--- config.mk ---
export PLATFORM = sky130hd
export DESIGN_NAME = fx_integrator_flat
export DESIGN_NICKNAME = d
export VERILOG_FILES = /design/src/rtl/fx_pkg.sv /design/src/rtl/fx_integrator_if.sv /design/src/rtl/fx_sat.sv /design/src/rtl/fx_integrator.sv /design/src/flat_wrapper.sv
export SDC_FILE = /design/constraint.sdc
export NUM_CORES = 1
export LEC_CHECK = 0
export CAP_MARGIN = 30
export CORE_ASPECT_RATIO = 0.7
export CORE_UTILIZATION = 25
export CTS_CLUSTER_SIZE = 40
export DETAILED_ROUTE_END_ITERATION = 6
export DONT_BUFFER_PORTS = 1
export GPL_ROUTABILITY_DRIVEN = 1
export MAX_ROUTING_LAYER = met4
export SLEW_MARGIN = 20
export SYNTH_ARGS = -nofsm -noshare
export SYNTH_HDL_FRONTEND = slang
export SYNTH_SLANG_ARGS = --single-unit
--- constraint.sdc ---
create_clock -name i_clk -period 6.5 [get_ports i_clk]
set_input_delay 1.3 -clock i_clk [delete_from_list [all_inputs] [get_ports i_clk]]
set_output_delay 1.3 -clock i_clk [all_outputs]
set_load 0.02 [all_outputs]
--- src/rtl/fx_pkg.sv ---
// rtl/fx_pkg.sv - shared fixed-point constants and width helpers
package fx_pkg;

  localparam int FX_DEF_IN_W      = 12;
  localparam int FX_DEF_IN_FRAC   = 8;
  localparam int FX_DEF_ACC_W     = 16;
  localparam int FX_DEF_OUT_W     = 12;
  localparam int FX_DEF_OUT_FRAC  = 6;
  localparam int FX_DEF_FRAME_LEN = 64;

  function automatic int fx_sh(input int in_frac, input int out_frac);
    return in_frac - out_frac;
  endfunction

  localparam int FX_DEF_SH = fx_sh(FX_DEF_IN_FRAC, FX_DEF_OUT_FRAC);

  function automatic longint fx_max(input int w);
    return (longint'(1) <<< (w - 1)) - longint'(1);
  endfunction

  function automatic longint fx_min(input int w);
    return -(longint'(1) <<< (w - 1));
  endfunction

endpackage

--- src/rtl/fx_integrator_if.sv ---
// rtl/fx_integrator_if.sv - sample stream in, requantised running sum out
interface fx_integrator_if import fx_pkg::*; #(
  parameter int IN_W  = FX_DEF_IN_W,
  parameter int OUT_W = FX_DEF_OUT_W
) ();

  logic                    i_valid;
  logic signed [IN_W-1:0]  i_data;
  logic                    i_clear;
  logic                    o_valid;
  logic signed [OUT_W-1:0] o_data;
  logic                    o_last;
  logic                    o_sat;

  modport master (
    output i_valid, i_data, i_clear,
    input  o_valid, o_data, o_last, o_sat
  );

  modport slave (
    input  i_valid, i_data, i_clear,
    output o_valid, o_data, o_last, o_sat
  );

endinterface

--- src/rtl/fx_sat.sv ---
// rtl/fx_sat.sv - generic signed clamp from IN_W to OUT_W bits with clamp flag
module fx_sat import fx_pkg::*; #(
  parameter int IN_W  = FX_DEF_ACC_W + 1,
  parameter int OUT_W = FX_DEF_ACC_W
) (
  input  logic signed [IN_W-1:0]  din_i,
  output logic signed [OUT_W-1:0] dout_o,
  output logic                    clamp_o
);

  localparam logic signed [IN_W-1:0] MAX_V = IN_W'(fx_max(OUT_W));
  localparam logic signed [IN_W-1:0] MIN_V = IN_W'(fx_min(OUT_W));

  always_comb begin
    dout_o  = din_i[OUT_W-1:0];
    clamp_o = 1'b0;
    if (din_i > MAX_V) begin
      dout_o  = MAX_V[OUT_W-1:0];
      clamp_o = 1'b1;
    end else if (din_i < MIN_V) begin
      dout_o  = MIN_V[OUT_W-1:0];
      clamp_o = 1'b1;
    end
  end

endmodule

--- src/rtl/fx_integrator.sv ---
// rtl/fx_integrator.sv - framed saturating running-sum integrator, 2-stage pipeline
// FX_INTEG_ROUND_EN selects round-half-up requantisation instead of truncation.
module fx_integrator import fx_pkg::*; #(
  parameter int IN_W      = FX_DEF_IN_W,
  parameter int IN_FRAC   = FX_DEF_IN_FRAC,
  parameter int ACC_W     = FX_DEF_ACC_W,
  parameter int OUT_W     = FX_DEF_OUT_W,
  parameter int OUT_FRAC  = FX_DEF_OUT_FRAC,
  parameter int FRAME_LEN = FX_DEF_FRAME_LEN
) (
  input  logic            i_clk,
  input  logic            i_rst_n,
  fx_integrator_if.slave  bus
);

  localparam int SH    = fx_sh(IN_FRAC, OUT_FRAC);
  localparam int CNT_W = (FRAME_LEN > 1) ? $clog2(FRAME_LEN) : 1;
  localparam logic [CNT_W-1:0] CNT_LAST = CNT_W'(FRAME_LEN - 1);

  logic signed [ACC_W-1:0] acc_q, acc_d, base;
  logic [CNT_W-1:0]        cnt_q, cnt_d, cnt_base;
  logic                    v1_q, last1_q, sat_q, sat_d, last_d;
  logic signed [ACC_W:0]   sum;
  logic signed [ACC_W-1:0] acc_sat;
  logic                    acc_clamp;

  logic                    o_valid_q, o_last_q;
  logic signed [OUT_W-1:0] o_data_q;
  logic signed [ACC_W:0]   acc_x, rq;
  logic signed [OUT_W-1:0] out_sat;
  logic                    out_clamp;

  // cnt_q==0 means a frame just closed (or nothing accepted yet), so restart from 0.
  always_comb begin
    cnt_base = bus.i_clear ? '0 : cnt_q;
    base     = (bus.i_clear || (cnt_q == '0)) ? '0 : acc_q;
    sum      = $signed({base[ACC_W-1], base})
             + $signed({{(ACC_W + 1 - IN_W){bus.i_data[IN_W-1]}}, bus.i_data});
    last_d   = (cnt_base == CNT_LAST);
    acc_d    = acc_q;
    cnt_d    = cnt_q;
    sat_d    = sat_q;
    if (bus.i_valid) begin
      acc_d = acc_sat;
      cnt_d = last_d ? '0 : cnt_base + CNT_W'(1);
      sat_d = (sat_q && !bus.i_clear) || acc_clamp;
    end else if (bus.i_clear) begin
      acc_d = '0;
      cnt_d = '0;
      sat_d = 1'b0;
    end
  end

  fx_sat #(.IN_W(ACC_W + 1), .OUT_W(ACC_W)) u_acc_sat (
    .din_i   (sum),
    .dout_o  (acc_sat),
    .clamp_o (acc_clamp)
  );

  always_ff @(posedge i_clk or negedge i_rst_n) begin
    if (!i_rst_n) begin
      acc_q   <= '0;
      cnt_q   <= '0;
      v1_q    <= 1'b0;
      last1_q <= 1'b0;
      sat_q   <= 1'b0;
    end else begin
      acc_q   <= acc_d;
      cnt_q   <= cnt_d;
      sat_q   <= sat_d;
      v1_q    <= bus.i_valid;
      last1_q <= bus.i_valid && last_d;
    end
  end

  // One guard bit lets the rounding offset be added without wrapping.
  assign acc_x = $signed({acc_q[ACC_W-1], acc_q});

  generate
    if (SH == 0) begin : g_pass
      assign rq = acc_x;
    end else begin : g_shift
`ifdef FX_INTEG_ROUND_EN
      localparam logic signed [ACC_W:0] HALF = (ACC_W + 1)'(1) <<< (SH - 1);
      assign rq = (acc_x + HALF) >>> SH;
`else
      assign rq = acc_x >>> SH;
`endif
    end
  endgenerate

  fx_sat #(.IN_W(ACC_W + 1), .OUT_W(OUT_W)) u_out_sat (
    .din_i   (rq),
    .dout_o  (out_sat),
    .clamp_o (out_clamp)
  );

  always_ff @(posedge i_clk or negedge i_rst_n) begin
    if (!i_rst_n) begin
      o_valid_q <= 1'b0;
      o_last_q  <= 1'b0;
      o_data_q  <= '0;
    end else begin
      o_valid_q <= v1_q;
      o_last_q  <= last1_q;
      if (v1_q) begin
        o_data_q <= out_sat;
      end
    end
  end

  assign bus.o_valid = o_valid_q;
  assign bus.o_last  = o_last_q;
  assign bus.o_data  = o_data_q;
  assign bus.o_sat   = sat_q;

  logic unused_out_clamp;
  assign unused_out_clamp = out_clamp;

endmodule

--- src/flat_wrapper.sv ---
// flat-port wrapper written by rule: the top's interface ports become plain ports
module fx_integrator_flat import fx_pkg::*;
#(
  parameter int IN_W      = FX_DEF_IN_W,
  parameter int IN_FRAC   = FX_DEF_IN_FRAC,
  parameter int ACC_W     = FX_DEF_ACC_W,
  parameter int OUT_W     = FX_DEF_OUT_W,
  parameter int OUT_FRAC  = FX_DEF_OUT_FRAC,
  parameter int FRAME_LEN = FX_DEF_FRAME_LEN
)
  (i_clk, i_rst_n, bus_i_valid, bus_i_data, bus_i_clear, bus_o_valid, bus_o_data, bus_o_last, bus_o_sat);
  fx_integrator_if #(.IN_W(IN_W), .OUT_W(OUT_W)) bus_i ();
  input  logic i_clk;
  input  logic i_rst_n;
  input wire logic [$bits(bus_i.i_valid)-1:0] bus_i_valid;
  input wire logic [$bits(bus_i.i_data)-1:0] bus_i_data;
  input wire logic [$bits(bus_i.i_clear)-1:0] bus_i_clear;
  output wire logic [$bits(bus_i.o_valid)-1:0] bus_o_valid;
  output wire logic [$bits(bus_i.o_data)-1:0] bus_o_data;
  output wire logic [$bits(bus_i.o_last)-1:0] bus_o_last;
  output wire logic [$bits(bus_i.o_sat)-1:0] bus_o_sat;
  assign bus_i.i_valid = bus_i_valid;
  assign bus_i.i_data = bus_i_data;
  assign bus_i.i_clear = bus_i_clear;
  assign bus_o_valid = bus_i.o_valid;
  assign bus_o_data = bus_i.o_data;
  assign bus_o_last = bus_i.o_last;
  assign bus_o_sat = bus_i.o_sat;
  fx_integrator #(.IN_W(IN_W), .IN_FRAC(IN_FRAC), .ACC_W(ACC_W), .OUT_W(OUT_W), .OUT_FRAC(OUT_FRAC), .FRAME_LEN(FRAME_LEN)) u_core (.i_clk(i_clk), .i_rst_n(i_rst_n), .bus(bus_i));
endmodule
# Word-level counts from Yosys, hierarchy flattened

Index checks and enable logic that the tools add are counted.

Bits of input ports: 16
Bits in registers: 39
Output and inout port bits: 15

$lt $le $gt $ge: 4
Muxes and demuxes: 14
Reductions and logical operators: 7
Equality and inequality tests: 1
$add $sub $neg: 2

Operators by type and width:

| cell                                                                               | count |
|---|---|
| 16-bit 2-to-1 mux                                                                  | 5 |
| 12-bit 2-to-1 mux                                                                  | 2 |
| 6-bit 2-to-1 mux                                                                   | 3 |
| 16-bit by 12-bit adder with 17-bit output                                          | 1 |
| 17-bit by 16-bit greater-than comparator with 1-bit output (second input constant) | 1 |
| 17-bit by 16-bit less-than comparator with 1-bit output (second input constant)    | 1 |
| 14-bit by 12-bit greater-than comparator with 1-bit output (second input constant) | 1 |
| 14-bit by 12-bit less-than comparator with 1-bit output (second input constant)    | 1 |
| 6-bit by 1-bit adder with 6-bit output (second input constant)                     | 1 |
| 6-bit == test (second input constant)                                              | 1 |
| 6-bit logical NOT                                                                  | 1 |
| 1-bit 2-to-1 mux                                                                   | 4 |
| 1-bit logical AND                                                                  | 2 |
| 1-bit logical OR                                                                   | 2 |
| 2-bit nonzero test                                                                 | 1 |
| 1-bit logical NOT                                                                  | 1 |

# Logic depth before layout (Yosys ltp)

Depth in word-level cells: 9
Gate-level depth with buffers: 14
Depth with buffers taken out: 13

# By module

A second synthesis with hierarchy kept.

Cells, all modules: 334
Area, all modules: 2915.3 um^2

By module, submodules not included:

| module                     | area each (um^2) | cells each | sequential area each (um^2) | times used |
|---|---|---|---|---|
| fx_integrator              | 2481.1           | 260        | 975.9                       | 1 |
| fx_sat at u_core.u_acc_sat | 269.0            | 51         | 0.0                         | 1 |
| fx_sat at u_core.u_out_sat | 165.2            | 23         | 0.0                         | 1 |

# Worst setup path after synthesis

No wires, ideal clock.

Path kind: input to register
From: in bus_i_clear
To: reg u_core.acc_q[11]
Stages on the path: 13
Path slack: 2661 ps
Arrival: 3717 ps
Library setup time: 122 ps
Required time: 6378 ps
Cell sequence: clkbuf_1 > a21oi_1 > clkbuf_1 > and2_1 > ha_1 > buf_6 > a21oi_1 > o21ai_0 > or2_2 > o211ai_2 > buf_6 > a21oi_1 > a32o_1

Word-level cells in the longest chain between the ends: 7

Ends and longest elaborated chain:

| element                                                 | line                | RTL |
|---|---|---|
| start: declaration                                      | flat_wrapper.sv:17  | `input wire logic [$bits(bus_i.i_clear)-1:0] bus_i_clear;` |
| 1-bit logical OR                                        | fx_integrator.sv:36 | `base = (bus.i_clear \|\| (cnt_q == '0)) ? '0 : acc_q;` |
| 16-bit 2-to-1 mux                                       | fx_integrator.sv:36 |  |
| 16-bit by 12-bit adder with 17-bit output               | fx_integrator.sv:38 | `+ $signed({{(ACC_W + 1 - IN_W){bus.i_data[IN_W-1]}}, bus.i_data});` |
| 17-bit by 16-bit less-than comparator with 1-bit output | fx_sat.sv:20        | `end else if (din_i < MIN_V) begin` |
| 16-bit 2-to-1 mux                                       | fx_sat.sv:20        |  |
| 16-bit 2-to-1 mux                                       | fx_sat.sv:17        | `if (din_i > MAX_V) begin` |
| 16-bit 2-to-1 mux                                       | fx_integrator.sv:43 | `if (bus.i_valid) begin` |
| end signal: assignment                                  | fx_integrator.sv:62 | `acc_q <= '0;` |
| end signal: assignment                                  | fx_integrator.sv:68 | `acc_q <= acc_d;` |
| end: declaration                                        | fx_integrator.sv:20 | `logic signed [ACC_W-1:0] acc_q, acc_d, base;` |

Parallel ways exist; a longest one is shown, timed or not.
A chain may end at the register's enable or synchronous reset.

# Final worst setup path

From: in bus_i_clear
To: reg u_core.acc_q[2]

The elaborated chain is that of the path after synthesis.

==> flow_metrics.tcl <==
set metrics [dict create \
    pwr_density_cell_nw_per_um2 318 \
    die_h_um 91.6 \
    max-slew-margin-rel 0.400 \
    crit_type "in2reg" \
    gp_congestion 0.911 \
    clock.fmax_ghz 0.244 \
    num_rows 32 \
    vdd_drop_max_mv 0.121 \
    drive_above_1_share 0.0649 \
    seq_area_frac_synth 0.341 \
    clkLatencyLatePin_ns 0.28 \
    clk_pin_slew_ns 0.06 \
    placed_cells 483 \
    cp-start-kind "primary input" \
    wire_per_inst_um 14.4 \
    crit_required_ns 6.65 \
    dpl.hpwl_um 5400 \
    final-instance-count-excl-fill 492 \
    end_kind "register" \
    first_pass_iters 5 \
    drv_cap 0 \
    rsz0062_at_grt "no" \
    vias_per_cell 4.94 \
    cts-resized-gates 0 \
    grt_pass1_wl_um 11700 \
    overflow 0 \
    avgSynthCellArea_um2 8.18 \
    yosysWarnings 0 \
    die_x_um 130 \
    grt_util_all_layers 0.130 \
    synth_cell_types 56 \
    drt-total-wl_um 7100 \
    power.leakage_nw 1.35 \
    cts_buffers 5 \
    cts_setup_buffers 0 \
    fin_crit_ns 4.10 \
    drt_first_iter_violations 213 \
    h-tree-depth 2 \
    synth_edf_count 0 \
    fin_crit_sh 0.631 \
    coreArea_um2 11100 \
    die_area_um2 11900 \
    portBuffers 0 \
    ys_async_sr_fraction 1.00 \
    grt_max_degree 40 \
    fin_skew_ns 0.00664 \
    cts_tree "built" \
    hold_viol_final 0 \
    synthFlopType "dfrtp_1" \
    antennaDiodeCount 0 \
    ys_seq_elements 39 \
    drv_slew 0 \
    syn_inst 350 \
    hold_class "reg2reg" \
    cts_buffer_depth 2 \
    grt_pass1_vias 2245 \
    initial_core_util 0.258 \
    synth_nets 384 \
    final_nets 372 \
    crit_fanout 17 \
    drt.antenna.violating_nets 0 \
    cts_root_buffer "clkbuf_16" \
    finalSetupTns_ns 0 \
    tightest_slew_ns 0.896 \
    ioPinCount 31 \
    vias 2432 \
    synth_area_um2 2860 \
    status "finished, final reports clean" \
    antenna_found_initial 0 \
    holdBufCountCts 0 \
    nFillCells 1188 \
    area_delta_synth_final_pct 9.22 \
    drc_errors 0 \
    arrival_ns 4.25 \
    cts_sinks 39 \
    finalSetupViolations 0 \
]
Yosys cell counts (3+ instances only):
cell type	n	area [um2]
nor2_1	38	143
o211ai_1	15	113
and2_1	16	100
a21oi_1	23	115
ha_1	17	213
nand4_1	3	18.8
xor2_1	6	52.6
a21o_1	3	22.5
a32o_1	5	50.1
o21ai_1	3	15.0
inv_1	23	86.3
buf_6	3	33.8
o21ai_0	26	130
xnor2_1	8	70.1
dfrtp_1	39	976
clkbuf_1	14	52.6
nand2b_1	5	31.3
nand2_1	43	161
nand3_1	6	30.0
nor2b_1	4	25.0
o32ai_1	4	35.0
worst paths after layout:
kind	start	endpoint	slack, ns	depth (start not counted)
worst min register to register	u_core.last1_q	u_core.bus.o_last	0.36	0
worst max-delay path	bus_i_clear	u_core.acc_q[2]	2.40	11
worst min-delay path	u_core.last1_q	u_core.bus.o_last	0.36	0
worst max register to register	u_core.cnt_q[3]	u_core.acc_q[2]	2.68	14
max in group asynchronous	i_rst_n	u_core.acc_q[6]	5.70	0
min in group asynchronous	i_rst_n	u_core.cnt_q[2]	0.71	0
per-stage QoR:
step / utilization / total power, W / area (um2) / hold slack [ns] / worst slack, ns
floorplan: - / 0.000648 / 2860 / 0.331 / 2.66
global placement: 0.266 / 0.000711 / 2950 / 0.343 / 1.86
detailed placement: 0.266 / 0.000715 / 2950 / 0.350 / 1.81
CTS: 0.281 / 0.000996 / 3120 / 0.369 / 2.10
global route: 0.282 / 0.00107 / 3130 / 0.386 / 2.04
finish: 0.282 / 0.000994 / 3130 / 0.364 / 2.40
placed cells by master, fill, tap and decap left out, types with 4 or more instances in the layout:
cell type and instances:
nand2_1 43, dfrtp_1 39, nor2_1 38, o21ai_0 26, inv_1 23, a21oi_1 23, ha_1 17, and2_1 16
o211ai_1 15, xnor2_1 8, xor2_1 6, nand3_1 6, nand2b_1 5, a32o_1 5, clkbuf_16 5, nor2b_1 4
o32ai_1 4
report_power, final:
part,switching [W],internal [W]
logic,0.000172,0.000132
registers,0.000114,0.000299
clock network,0.0000954,0.000181
total,0.000381,0.000612
metal layers:
layer	GRT usage	up-vias	routed length (um)
met4	0.0291	0	57
met3	0.0383	5	583
met5	-	-	0
met1	0.196	1152	3720
li1	-	1200	-
met2	0.164	75	2740
flip-flops by register name, indices dropped and copies added, names as in the netlist:
| register | cells |
|---|---|
| u_core.bus.o_sat | 1 |
| u_core.bus.o_last | 1 |
| u_core.last1_q | 1 |
| u_core.bus.o_valid | 1 |
| u_core.acc_q | 16 |
| u_core.v1_q | 1 |
| u_core.cnt_q | 6 |
| u_core.bus.o_data | 12 |
area by class of cell:
| class | count | area, um2 | area share |
|---|---|---|---|
| Clock buffer | 5 | 125 | 0.0400 |
| Clock inverter | 3 | 43.8 | 0.0140 |
| Inverter | 23 | 86.3 | 0.0276 |
| Multi-Input combinational cell | 268 | 1700 | 0.543 |
| Sequential cell | 39 | 976 | 0.312 |
| Tap cell | 153 | 191 | 0.0612 |
| Timing Repair Buffer | 1 | 7.51 | 0.00240 |
worst max-delay path: stages:
cell,delay [ns]
a21oi_1,0.21
clkbuf_4,0.27
and2_1,0.21
ha_1,0.31
a21oi_1,0.21
nand2_1,0.07
o211a_1,0.29
a31oi_1,0.76
nand2_1,0.27
nand2_1,0.23
o32ai_1,0.12
kinds of logic after synthesis:
kind of cell	synth area share
mux	0.0109
compound gates	0.232
buf+inv	0.0664
xor+xnor	0.0428
flops	0.341
simple gates	0.215
fa+ha+maj	0.0922
Power figures use the tool's default switching activity.
